===== src/rtl/div_pkg.sv =====
// Shared types and helpers for the non-restoring divider.
// Contents: FSM state enum, dbz quotient constant, magnitude helper.
package div_pkg;

    typedef enum logic [1:0] {
        IDLE = 2'd0,
        ITER = 2'd1,
        FIX  = 2'd2
    } div_state_t;

    // Widest operand the magnitude helper covers; divider WIDTH must not exceed it.
    localparam int unsigned MAX_W = 64;

    // Quotient reported on divide-by-zero (callers truncate to their width).
    localparam logic [MAX_W-1:0] DBZ_QUOTIENT = {MAX_W{1'b1}};

    // Two's-complement magnitude: callers zero-extend the operand, pass whether it
    // is negative in its own width, and truncate the result back to that width.
    function automatic logic [MAX_W-1:0] abs_val(input logic [MAX_W-1:0] v,
                                                 input logic            neg);
        return neg ? (~v + MAX_W'(1)) : v;
    endfunction

endpackage


===== src/rtl/nr_div_step.sv =====
// One combinational non-restoring iteration on the {A,Q} pair.
// Ports: a (WIDTH+1, signed partial remainder), q (WIDTH, dividend/quotient bits),
//        m (WIDTH+1, zero-extended divisor magnitude), a_next_c / q_next_c results.
module nr_div_step #(
    parameter int unsigned WIDTH = 32
) (
    input  logic [WIDTH:0]   a,
    input  logic [WIDTH-1:0] q,
    input  logic [WIDTH:0]   m,
    output logic [WIDTH:0]   a_next_c,
    output logic [WIDTH-1:0] q_next_c
);

    logic [WIDTH:0] a_sh;

    // Shift {A,Q} left, add or subtract M by the pre-shift sign of A, then
    // record the new quotient bit as the inverted sign of the result.
    // Overflow out of A's top bit during the shift is harmless: the result is
    // exact modulo 2^(WIDTH+1) and always lands in [-M, M).
    always_comb begin
        a_sh     = {a[WIDTH-1:0], q[WIDTH-1]};
        a_next_c = a[WIDTH] ? (a_sh + m) : (a_sh - m);
        q_next_c = {q[WIDTH-2:0], ~a_next_c[WIDTH]};
    end

endmodule


===== src/rtl/nr_divider.sv =====
// Sequential non-restoring divider, signed/unsigned, WIDTH+1 cycle latency.
// Ports: clk, resetn (async, active-low); start/signed_op/dividend/divisor sampled in IDLE;
//        busy while dividing; done one-cycle pulse; quotient, remainder, div_by_zero
//        registered and held until the next done.
module nr_divider
    import div_pkg::*;
#(
    parameter int unsigned WIDTH = 32
) (
    input  logic             clk,
    input  logic             resetn,
    input  logic             start,
    input  logic             signed_op,
    input  logic [WIDTH-1:0] dividend,
    input  logic [WIDTH-1:0] divisor,
    output logic             busy,
    output logic             done,
    output logic [WIDTH-1:0] quotient,
    output logic [WIDTH-1:0] remainder,
    output logic             div_by_zero
);

    localparam int unsigned CNT_W = $clog2(WIDTH);

    div_state_t       state, state_d;
    logic [WIDTH:0]   a_r, a_d;
    logic [WIDTH-1:0] q_r, q_d;
    logic [WIDTH:0]   m_r, m_d;
    logic [CNT_W-1:0] cnt_r, cnt_d;
    logic             q_neg_r, q_neg_d;
    logic             r_neg_r, r_neg_d;
    logic             dbz_r, dbz_d;
    logic             busy_d, done_d, div_by_zero_d;
    logic [WIDTH-1:0] quotient_d, remainder_d;

    logic [WIDTH:0]   a_step;
    logic [WIDTH-1:0] q_step;
    logic [WIDTH:0]   a_fix;
    logic             neg_a, neg_b;

    nr_div_step #(.WIDTH(WIDTH)) u_step (
        .a        (a_r),
        .q        (q_r),
        .m        (m_r),
        .a_next_c (a_step),
        .q_next_c (q_step)
    );

    // State register.
    always_ff @(posedge clk or negedge resetn) begin
        if (!resetn) state <= IDLE;
        else         state <= state_d;
    end

    // Next-state, datapath and output decode.
    always_comb begin
        state_d       = state;
        a_d           = a_r;
        q_d           = q_r;
        m_d           = m_r;
        cnt_d         = cnt_r;
        q_neg_d       = q_neg_r;
        r_neg_d       = r_neg_r;
        dbz_d         = dbz_r;
        busy_d        = busy;
        done_d        = 1'b0;
        quotient_d    = quotient;
        remainder_d   = remainder;
        div_by_zero_d = div_by_zero;
        neg_a         = signed_op & dividend[WIDTH-1];
        neg_b         = signed_op & divisor[WIDTH-1];
        // Remainder restore applies only when the final partial remainder is negative.
        a_fix         = a_r[WIDTH] ? (a_r + m_r) : a_r;

        case (state)
            IDLE: begin
                if (start) begin
                    busy_d = 1'b1;
                    a_d    = '0;
                    cnt_d  = '0;
                    if (divisor == '0) begin
                        // Park the raw dividend in Q; FIX reports it as the remainder.
                        q_d     = dividend;
                        m_d     = '0;
                        q_neg_d = 1'b0;
                        r_neg_d = 1'b0;
                        dbz_d   = 1'b1;
                        state_d = FIX;
                    end else begin
                        q_d     = WIDTH'(abs_val(MAX_W'(dividend), neg_a));
                        m_d     = {1'b0, WIDTH'(abs_val(MAX_W'(divisor), neg_b))};
                        q_neg_d = neg_a ^ neg_b;
                        r_neg_d = neg_a;
                        dbz_d   = 1'b0;
                        state_d = ITER;
                    end
                end
            end
            ITER: begin
                a_d   = a_step;
                q_d   = q_step;
                cnt_d = cnt_r + CNT_W'(1);
                if (cnt_r == CNT_W'(WIDTH - 1)) state_d = FIX;
            end
            FIX: begin
                a_d = a_fix;
                if (dbz_r) begin
                    quotient_d  = WIDTH'(DBZ_QUOTIENT);
                    remainder_d = q_r;
                end else begin
                    // MIN / -1 wraps back to MIN here, which is the intended result.
                    quotient_d  = q_neg_r ? -q_r : q_r;
                    remainder_d = (r_neg_r && (a_fix[WIDTH-1:0] != '0)) ?
                                  -a_fix[WIDTH-1:0] : a_fix[WIDTH-1:0];
                end
                div_by_zero_d = dbz_r;
                done_d        = 1'b1;
                busy_d        = 1'b0;
                state_d       = IDLE;
            end
            default: begin
                busy_d  = 1'b0;
                state_d = IDLE;
            end
        endcase
    end

    // Datapath and output registers.
    always_ff @(posedge clk or negedge resetn) begin
        if (!resetn) begin
            a_r         <= '0;
            q_r         <= '0;
            m_r         <= '0;
            cnt_r       <= '0;
            q_neg_r     <= 1'b0;
            r_neg_r     <= 1'b0;
            dbz_r       <= 1'b0;
            busy        <= 1'b0;
            done        <= 1'b0;
            quotient    <= '0;
            remainder   <= '0;
            div_by_zero <= 1'b0;
        end else begin
            a_r         <= a_d;
            q_r         <= q_d;
            m_r         <= m_d;
            cnt_r       <= cnt_d;
            q_neg_r     <= q_neg_d;
            r_neg_r     <= r_neg_d;
            dbz_r       <= dbz_d;
            busy        <= busy_d;
            done        <= done_d;
            quotient    <= quotient_d;
            remainder   <= remainder_d;
            div_by_zero <= div_by_zero_d;
        end
    end

endmodule


===== config.mk =====
export PLATFORM = sky130hd
export DESIGN_NAME = nr_divider
export DESIGN_NICKNAME = d
export VERILOG_FILES = /design/src/rtl/div_pkg.sv /design/src/rtl/nr_div_step.sv /design/src/rtl/nr_divider.sv
export SDC_FILE = /design/constraint.sdc
export NUM_CORES = 1
export LEC_CHECK = 0
export ABC_AREA = 1
export BUFFER_PORTS_ARGS = -buffer_cell sky130_fd_sc_hd__buf_2
export CAP_MARGIN = 5
export CORE_UTILIZATION = 35
export DETAILED_ROUTE_END_ITERATION = 16
export GPL_ROUTABILITY_DRIVEN = 1
export GPL_TIMING_DRIVEN = 1
export PLACE_DENSITY = 0.54
export SLEW_MARGIN = 40
export SYNTH_ARGS = -nofsm -noshare
export SYNTH_HDL_FRONTEND = slang
export SYNTH_HIERARCHICAL = 1
export SYNTH_SLANG_ARGS = --single-unit

===== constraint.sdc =====
create_clock -name clk -period 4.3 [get_ports clk]
set_clock_uncertainty 0.2 [all_clocks]
set_input_delay 0 -clock clk [delete_from_list [all_inputs] [get_ports clk]]
set_output_delay 0 -clock clk [all_outputs]
set_load 0.03 [all_outputs]

==> metrics <==
crit path time final=4.085 ns; DR vias=approximately 20000; setup TNS=0 ns; vias in the first global route=18910; first-pass detailed-route iteration total=6; CP endpoint kind=register; Seq/Total Area, Yosys=24.66%; Clock Latency Late Sink=0.47 ns; Clock Root Buffer=clkbuf_16; Longest Clk Path Bufs=2; GP Congestion=slightly above 1; DP Worst Slack=0.2435 ns; RSZ-0062 raised after global routing=false; Mapped Area=~0.018 mm^2; Post-Route WL=73570 um; post-synth top area cell=dfrtp_1; Synth async-reset ratio=100.0%; CP Launch Type=primary input; dpl hpwl=59260 um; total of max-cap violations=0; final worst setup slack=0.2154 ns; Critical Path Sink=q_r[3]; CP Data Arrival Time=4.28 ns; placed inst area=0.01890 mm^2; H-Tree Level Count=4; die width=226.6 um; layout cell share with drive strength beyond 1=about 11%; antenna viol nets, final=0; Primary FF master, synth=dfrtp_1; syn avg cell area=6.000 um^2; status=complete, no violations; VDD IR-drop max=0.0004027 V; die extent in y=226.6 um; Worst Setup SP=divisor[0]; worst r2r dst=remainder[18]; Layout Nets=3277; Synth top area share=approximately 25%; largest net degree at the start of global routing=87; synthesis-to-finish area growth=16.67%; Synthesized Nets=3088; first-pass GRT wire length=110900 um; CP Class=primary input to register; max-slew violation count=0; Reg clk slew, reported paths=0.08 ns; Initial Util=35.77%; fmax=0.2448 GHz; initial antenna violation count=0; port bufs=134; Die ar.=about 0.05 mm^2; Cells after Synth=~3000; Initial DRC Count=1739; Req. time, crit path=4.50 ns; Slew @ Worst Pin=0.7130 ns; via/cell ratio=approximately 5.2; grt ovf=0; EDFF count, synth=0; worst reg2reg setup slack=around 0.31 ns; total power after layout=between 15 and 20 mW; Final Hold Viols=0; cell count of the worst reg-to-reg path=23; crit share post-route=94.99%; Hold WS=~0.057 ns; CTS Sinks=174; # DRC=0; design area=0.02060 mm^2; leakage=10.80 nW; Area contributors post-synth=dfrtp_1, nand2_1, inv_1; Pwr Density=900.3 mW/mm^2; Setup Viol. Count Final=0; worst min-delay path category=primary input to register; core footprint=0.04936 mm^2; Synth Register Bits=about 170; commonest non-fill, non-tap cell in the layout=nand2_1; GRT Util Overall=28.86%; crit-path max FO=23; Rel. slew slack=51.97%; per-cell routed wire length=19.31 um; Reg-to-Reg Start=a_r[0]; most frequent cells in the layout=nand2_1, inv_1, nor2_1; TritonCTS Buffers=17; Placement Rows=81; synth warn=6; I/O pin count=between 100 and 150; CTS tree=built; number of distinct library cells after synthesis=54
[metal layers]
layer / vias up / track usage [%] / wire [um]
met3: 139 / 4.095 / 4187
met2: 692 / 48.71 / 34470
met4: 0 / 13.12 / 3333
li1: 9682 / - / -
met5: - / 0 / 0
met1: 9194 / 36.28 / 31580
[cell families (layout without fill, tap and decap cells)]
kind of cell / Yosys count / in the layout / synth area share [%]
simple gates: 1662 / 1662 / 40.32
buf+inv: 546 / 748 / 12.61
compound gates: 397 / 397 / 12.58
flops: 174 / 174 / 24.66
xor+xnor: 86 / 86 / 4.266
fa+ha+maj: 77 / 77 / 5.541
other cells: 1 / 2 / 0.02124
[registers in the layout (all words and copies together), names as in the netlist]
name and cells:
r_neg_r 1, q_neg_r 1, a_r 33, m_r 32, quotient 32, state 2
div_by_zero 1, done 1, cnt_r 5, dbz_r 1, busy 1, q_r 32
remainder 32
[per-stage QoR]
step / cells / utilization, %
final: 3810 / 41.74
after detailed placement: 3669 / 38.30
after global placement: 3669 / 38.29
after floorplan: 2943 / -
after CTS: 3809 / 41.72
after global routing: 3809 / 41.73
[worst min path at each step]
stage / depth (start not counted) / start / to
3_3_place_gp: 1 / resetn / remainder[10]
2_1_floorplan: 0 / resetn / a_r[0]
4_1_cts: 6 / signed_op / r_neg_r
5_1_grt: 6 / signed_op / r_neg_r
6_report: 6 / signed_op / r_neg_r
3_5_place_dp: 1 / resetn / remainder[10]
[worst max-delay path, stage by stage]
cell and delay [ns]:
dlygate4sd3_1 0.53, buf_2 0.13, inv_1 0.20, ha_1 0.21
nor3b_1 0.25, nand2_1 0.10, nor3_1 0.36, nand4_1 0.25
nor2_2 0.35, nor2_1 0.10, buf_4 0.23, nand2_1 0.10
nand2_1 0.05, dlygate4sd3_1 0.56, nand2_1 0.06, o221ai_1 0.10
dlygate4sd3_1 0.59, o21ai_0 0.07
[synth_stat cells (3+ instances only)]
master    count
o31ai_1       3
dfrtp_1     174
clkinv_1      6
inv_2        16
o22ai_1      12
nand3b_1      5
nand3_2      11
buf_4        34
buf_2        12
xnor2_1      25
o21ai_1      13
nand3_4       3
nand2_4       3
a31oi_1      26
nor2_2       22
nor4_1       10
o221ai_1     19
a21oi_2       4
xor2_1       61
or2_2         7
a21oi_1      73
ha_1         75
nand2_2      36
o21bai_1      8
a21o_1        3
inv_1       414
o211ai_1     10
nand3_1     194
nor2_1      282
nor3_1       34
o21ai_0     216
nand4_1      29
nor2_4        9
buf_6         4
clkbuf_1     57
nor3_2       10
nand2_1     999
[report_power, final]
group	internal (mW)	leakage (nW)	switching, mW
Sequential	2.35	2.14	0.998
Combinational	4.04	8.36	9.46
Clock	0.908	0.299	0.782
[what timing repair did]
action                                  in CTS  in global routing
hold buffers                               108                  0
endpoints found under the setup margin       0                 29
resized for setup                            0                  3
hold endpoints to repair                   159                  0
setup buffers                                0                  0
[layout make-up]
class                   instances  area (um^2)
diodes                          1        2.502
clock buffers                  21        460.4
clock inverters                11        146.4
fillers                      5400        28760
inverters                     438         1649
multi-input cells            2223        11120
flip-flops and latches        174         4355
well taps                     664        830.8
repair buffers                278         2038
No activity file was read; power rests on OpenSTA's default activity.
